`src/rtl/redux_pkg.sv`:
```
// rtl/redux_pkg.sv - shared opcodes, instruction field positions and FSM states for the REDUX-V execute stage
package redux_pkg;

    localparam logic [2:0] OP_NOT = 3'b000;
    localparam logic [2:0] OP_AND = 3'b001;
    localparam logic [2:0] OP_OR  = 3'b010;
    localparam logic [2:0] OP_XOR = 3'b011;
    localparam logic [2:0] OP_ADD = 3'b100;
    localparam logic [2:0] OP_SUB = 3'b101;
    localparam logic [2:0] OP_SHL = 3'b110;
    localparam logic [2:0] OP_SHR = 3'b111;

    localparam int OP_MSB = 7;
    localparam int OP_LSB = 5;
    localparam int RA_MSB = 4;
    localparam int RA_LSB = 3;
    localparam int RSV_BIT = 2;
    localparam int RB_MSB = 1;
    localparam int RB_LSB = 0;

    typedef enum logic [1:0] {
        IDLE = 2'd0,
        EXEC = 2'd1,
        WB   = 2'd2
    } state_e;

endpackage

```
`src/rtl/redux_regfile.sv`:
```
// rtl/redux_regfile.sv - REGS x BITS register file, two combinational reads, one synchronous write
module redux_regfile #(
    parameter int BITS = 8,
    parameter int REGS = 4,
    parameter int RW   = $clog2(REGS)
) (
    input  logic            clk_in,
    input  logic            rst_n_in,
    input  logic            we,
    input  logic [RW-1:0]   waddr,
    input  logic [BITS-1:0] wdata,
    input  logic [RW-1:0]   raddr_a,
    input  logic [RW-1:0]   raddr_b,
    output logic [BITS-1:0] rdata_a,
    output logic [BITS-1:0] rdata_b
);

    logic [BITS-1:0] regs [REGS];

    always_ff @(posedge clk_in) begin
        if (!rst_n_in) begin
            for (int i = 0; i < REGS; i++) begin
                regs[i] <= '0;
            end
        end else if (we) begin
            regs[waddr] <= wdata;
        end
    end

    assign rdata_a = regs[raddr_a];
    assign rdata_b = regs[raddr_b];

endmodule

```
`src/rtl/redux_exec.sv`:
```
// rtl/redux_exec.sv - REDUX-V execute-stage sequencer driving the combinational ULA
module redux_exec
    import redux_pkg::*;
#(
    parameter int OP   = 3,
    parameter int BITS = 8,
    parameter int REGS = 4
) (
    input  logic                    clk_in,
    input  logic                    rst_n_in,
    input  logic                    instr_valid_in,
    output logic                    instr_ready_out,
    input  logic [7:0]              instr_in,
    input  logic                    load_en_in,
    input  logic [$clog2(REGS)-1:0] load_reg_in,
    input  logic [BITS-1:0]         load_data_in,
    output logic [OP-1:0]           ula_op_out,
    output logic [BITS-1:0]         ula_a_out,
    output logic [BITS-1:0]         ula_b_out,
    input  logic [BITS-1:0]         ula_result_in,
    output logic                    wb_valid_out,
    output logic [$clog2(REGS)-1:0] wb_reg_out,
    output logic [BITS-1:0]         wb_data_out,
    output logic                    busy_out
);

    localparam int RW = $clog2(REGS);

    state_e          state, state_nx;
    logic            accept;
    logic [RW-1:0]   ra_f, rb_f, ra_q;
    logic            rf_we;
    logic [RW-1:0]   rf_waddr;
    logic [BITS-1:0] rf_wdata, rf_rdata_a, rf_rdata_b;
    logic            unused_rsvd;

    assign ra_f        = RW'(instr_in[RA_MSB:RA_LSB]);
    assign rb_f        = RW'(instr_in[RB_MSB:RB_LSB]);
    assign unused_rsvd = instr_in[RSV_BIT];

    redux_regfile #(
        .BITS (BITS),
        .REGS (REGS),
        .RW   (RW)
    ) u_regfile (
        .clk_in   (clk_in),
        .rst_n_in (rst_n_in),
        .we       (rf_we),
        .waddr    (rf_waddr),
        .wdata    (rf_wdata),
        .raddr_a  (ra_f),
        .raddr_b  (rb_f),
        .rdata_a  (rf_rdata_a),
        .rdata_b  (rf_rdata_b)
    );

    // Load path only writes in IDLE and writeback only in EXEC, so one port suffices
    always_comb begin
        state_nx        = state;
        instr_ready_out = 1'b0;
        accept          = 1'b0;
        rf_we           = 1'b0;
        rf_waddr        = load_reg_in;
        rf_wdata        = load_data_in;
        wb_valid_out    = 1'b0;
        busy_out        = 1'b1;
        case (state)
            IDLE: begin
                busy_out        = 1'b0;
                instr_ready_out = !load_en_in && rst_n_in;
                rf_we           = load_en_in;
                accept          = instr_valid_in && instr_ready_out;
                if (accept) begin
                    state_nx = EXEC;
                end
            end
            EXEC: begin
                rf_we    = 1'b1;
                rf_waddr = ra_q;
                rf_wdata = ula_result_in;
                state_nx = WB;
            end
            WB: begin
                wb_valid_out = 1'b1;
                state_nx     = IDLE;
            end
            default: begin
                state_nx = IDLE;
            end
        endcase
    end

    always_ff @(posedge clk_in) begin
        if (!rst_n_in) begin
            state       <= IDLE;
            ra_q        <= '0;
            ula_op_out  <= '0;
            ula_a_out   <= '0;
            ula_b_out   <= '0;
            wb_reg_out  <= '0;
            wb_data_out <= '0;
        end else begin
            state <= state_nx;
            if (accept) begin
                ra_q       <= ra_f;
                ula_op_out <= OP'(instr_in[OP_MSB:OP_LSB]);
                ula_a_out  <= rf_rdata_a;
                ula_b_out  <= rf_rdata_b;
            end
            if (state == EXEC) begin
                wb_reg_out  <= ra_q;
                wb_data_out <= ula_result_in;
            end
        end
    end

endmodule
```
`config.mk`:
```
export PLATFORM = sky130hd
export DESIGN_NAME = redux_exec
export DESIGN_NICKNAME = d
export VERILOG_FILES = /design/src/rtl/redux_pkg.sv /design/src/rtl/redux_regfile.sv /design/src/rtl/redux_exec.sv
export SDC_FILE = /design/constraint.sdc
export NUM_CORES = 1
export LEC_CHECK = 0
export BUFFER_PORTS_ARGS = -buffer_cell sky130_fd_sc_hd__buf_2
export CORE_UTILIZATION = 61
export CTS_BUF_LIST = sky130_fd_sc_hd__clkbuf_8
export DETAILED_ROUTE_END_ITERATION = 8
export PLACE_DENSITY_LB_ADDON = 0.25
export SYNTH_ARGS = -nofsm -noshare
export SYNTH_HDL_FRONTEND = slang
export SYNTH_SLANG_ARGS = --single-unit
export TNS_END_PERCENT = 20
```
`constraint.sdc`:
```
create_clock -name clk_in -period 6 [get_ports clk_in]
set_input_delay 0.3 -clock clk_in [delete_from_list [all_inputs] [get_ports clk_in]]
set_output_delay 0.3 -clock clk_in [all_outputs]
set_load 0.03 [all_outputs]
```
==> flow_summary.toml <==
[cts]
clk_pin_slew_worst_paths_ps = 70
post-cts-setup-buffers = 0
numClockSinks = 65
cts.path.max_buffers = 2
tritoncts_buffers = 9
resized_after_cts = 0
tritoncts_clock_tree = "built"
h-tree-depth = 3
post_cts_hold_buffer_count = 0
clk_root_buffer_cell = "sky130_fd_sc_hd__clkbuf_8"
worst_skew_pair_latency_ps = 340

[pwr]
power.switching_fraction_pct = 22.7
combinational_fraction_of_design_power_pct = 11.1
power.clock.fraction_pct = 43.2
power.density_cell_area_nw_per_um2 = 310
seq_power_share_pct = 45.7
cellLeakagePower_uw = 0.00144
total_power_uw = 1110
vdd_ir_drop_max_mv = 0.240
intPower_uw = 856
power.net_switching_uw = 252

[floorplan]
chipWidth_um = 72.9
floorplan.rows = 25
floorplan.die.height_um = 72.9
start_util_pct = 64.1
floorplan.die_area_um2 = 5310
core_area_um2 = 4790
design.portCount = 62

[drt]
drt-total-wl_um = 5880
drt-wirelength-per-cell_um = 14.7
detail_route.drc_violations = 0
dr.first_iter.drc_count = 124
drt_first_pass_iters = 4
vias_per_cell = 5.70
via_count = 2278
detail-route-antenna-nets = 0

[critical_path]
cp_data_required_time_ps = 5950
timing.critical_path.from_type = "flop"
crit_arrival_ps = 2320
endpoint_kind_of_the_worst_setup_timing_path = "flop"
timing_worst_setup_path_type = "flop to flop"
critical_path_peak_fanout = 11

[yosys]
netlist_top_cells_area = "sky130_fd_sc_hd__edfxtp_1, sky130_fd_sc_hd__dfxtp_1, sky130_fd_sc_hd__mux4_2"
yosysTopAreaCell = "sky130_fd_sc_hd__edfxtp_1"
synthesis.area_um2 = 3070
synthDominantCellAreaShare_pct = 31.3
synth.yosys.seq_area_share_pct = 52.9
synth_enable_flop_cells = 32
synthCells = 280
total_of_flip_flops_plus_latches_after_synthesis = 65
unique_masters_post_synth = 31
synth.avg_cell_area_um2 = 10.9
async_flop_share_pct = 0
net_count_of_the_mapped_netlist = 310
commonest_register_cell_after_synthesis = "sky130_fd_sc_hd__dfxtp_1"
synthesis.yosys.warnings = 0

[placed_design]
placed_inst_area_um2 = 3320
placement.io_buffers = 60
globalplace.congestion = 0.791
post-dp-hpwl_um = 4170

[sta]
fin_crit_ps = 2370
worst_pin_slew_ps = 1160
maxClockFrequency_ghz = 0.422
skew_ps = 8.98
timing.max_slew.rel_slack_pct = 22.7
unrepaired_setup_endpoints_after_global_routing = "no"
finalHoldWorstSlack_ps = 217
setup_total_negative_slack_ps = 0
setup-violations-final = 0
hold_violations = 0
fin_crit_sh_pct = 39.5
maxSlewViolCount = 0

[cells_and_area]
multiInputGateArea_um2 = 1290
ff_latch_area_um2 = 1620
finish.utilization_pct = 74.8
area.growth.synth_to_final_pct = 16.7
fillers = 331
final_area_um2 = 3580
insertedDiodeCount = 0
nets = 358
share_of_layout_cells_above_drive_strength_1_pct = 28.8

[flow_run]
drv.max_cap_violation_count = 0

[grt]
grt_pass1_vias = 2025
global_route.overflow_total = 0
global_route.usage.total_pct = 24.7
wire_length_of_the_first_global_routing_pass_um = 9800
grt_max_degree = 29
number_of_antenna_violations_at_the_first_check_in_global_routing = 0

[min_path]
hp-class = "primary input to flop"

[run_status]
outcome = "complete, no violations"
routing by layer:
layer  track usage (%)  vias to the layer above  part of all wire (%)
met3              5.94                        4                   6.9
met1              34.0                     1058                    44
met5                 0                        -                     0
met4              7.19                        0                  0.56
met2              39.6                       96                    49
li1                  -                     1120                     -
cell usage after synthesis (2+ instances only):
master                     instances
sky130_fd_sc_hd__nand3_1          21
sky130_fd_sc_hd__nor3_1           16
sky130_fd_sc_hd__nand3b_1         17
sky130_fd_sc_hd__mux4_2           16
sky130_fd_sc_hd__buf_2            10
sky130_fd_sc_hd__dfxtp_1          33
sky130_fd_sc_hd__nor3b_1           2
sky130_fd_sc_hd__buf_4             4
sky130_fd_sc_hd__edfxtp_1         32
sky130_fd_sc_hd__o21ai_1          15
sky130_fd_sc_hd__a21oi_1          23
sky130_fd_sc_hd__nor2b_1           4
sky130_fd_sc_hd__nand2_1          37
sky130_fd_sc_hd__o21ai_0          11
sky130_fd_sc_hd__nor2_1           10
sky130_fd_sc_hd__clkbuf_1          7
sky130_fd_sc_hd__mux2i_1           8
worst paths after layout:
check,slack [ps],start,cells after the start,to
setup / recovery,3630,state[0],3,u_regfile.regs[2][5]
hold / removal,220,instr_in[5],3,ula_op_out[0]
setup reg to reg,3630,state[0],3,u_regfile.regs[2][5]
hold reg to reg,440,ula_b_out[7],2,ula_b_out[7]
power groups by stage:
stage	Clock, uW	Combinational (uW)	Sequential [uW]
final	479	123	506
after floorplan	0	79.8	526
after global routing	506	134	509
after global placement	0	119	514
after CTS	483	123	506
after detailed placement	0	122	516
cell families (layout without fill, tap and decap cells):
group | after synthesis | after routing | share of synthesized area, %
and+or+nand+nor | 112 | 112 | 18.9
buffers and inverters | 27 | 80 | 4.98
muxes | 24 | 24 | 14.4
DFF | 65 | 65 | 52.9
AOI/OAI and AO/OA | 52 | 52 | 8.86
layout by cell type (no fill, tap or decap):
| cell | synthesis | layout |
|---|---|---|
| sky130_fd_sc_hd__buf_2 | 10 | 60 |
| sky130_fd_sc_hd__nand2_1 | 37 | 37 |
| sky130_fd_sc_hd__dfxtp_1 | 33 | 33 |
| sky130_fd_sc_hd__edfxtp_1 | 32 | 32 |
| sky130_fd_sc_hd__a21oi_1 | 23 | 23 |
| sky130_fd_sc_hd__nand3_1 | 21 | 21 |
| sky130_fd_sc_hd__nand3b_1 | 17 | 17 |
| sky130_fd_sc_hd__nor3_1 | 16 | 16 |
| sky130_fd_sc_hd__mux4_2 | 16 | 16 |
| sky130_fd_sc_hd__o21ai_1 | 15 | 15 |
| sky130_fd_sc_hd__o21ai_0 | 11 | 11 |
| sky130_fd_sc_hd__nor2_1 | 10 | 10 |
| sky130_fd_sc_hd__clkbuf_8 | 0 | 9 |
| sky130_fd_sc_hd__mux2i_1 | 8 | 8 |
| sky130_fd_sc_hd__nor2b_1 | 4 | 4 |
| sky130_fd_sc_hd__bufinv_16 | 0 | 4 |
| sky130_fd_sc_hd__nor3b_1 | 2 | 2 |
| sky130_fd_sc_hd__inv_1 | 1 | 2 |
| sky130_fd_sc_hd__clkinv_2 | 0 | 2 |
| sky130_fd_sc_hd__or2_2 | 1 | 1 |
| sky130_fd_sc_hd__nand2b_1 | 1 | 1 |
| sky130_fd_sc_hd__o21a_1 | 1 | 1 |
| sky130_fd_sc_hd__clkinv_1 | 1 | 1 |
| sky130_fd_sc_hd__a31o_2 | 1 | 1 |
| sky130_fd_sc_hd__o211a_1 | 1 | 1 |
| sky130_fd_sc_hd__or4b_1 | 1 | 1 |
| sky130_fd_sc_hd__clkinv_4 | 1 | 1 |
| sky130_fd_sc_hd__and2b_1 | 1 | 1 |
| sky130_fd_sc_hd__nor2_8 | 1 | 1 |
| sky130_fd_sc_hd__buf_4 | 4 | 1 |
critical path: stages, from the launching register on:
cell and delay [ps]:
sky130_fd_sc_hd__dfxtp_1 420, sky130_fd_sc_hd__or2_2 320, sky130_fd_sc_hd__o211a_1 360, sky130_fd_sc_hd__o21ai_0 890
stage by stage:
stage	std cells	worst slack, ps
after floorplan	280	3740
after global placement	384	3560
after detailed placement	384	3480
after CTS	400	3600
after global routing	400	3460
final	400	3630
final cells by class:
cell class | instances | area share (%)
clock buffers | 9 | 3.46
clock inverters | 7 | 3.74
inverters | 3 | 0.455
multi-input cells | 188 | 36.1
flip-flops and latches | 65 | 45.3
well taps | 67 | 2.34
repair buffers | 61 | 8.60
registers in the layout, indices dropped and copies added (netlist names):
register,flops
wb_reg_out,2
ra_q,2
wb_data_out,8
ula_b_out,8
u_regfile.regs,32
ula_a_out,8
ula_op_out,3
state,2
(Power assumes the default switching activity.)
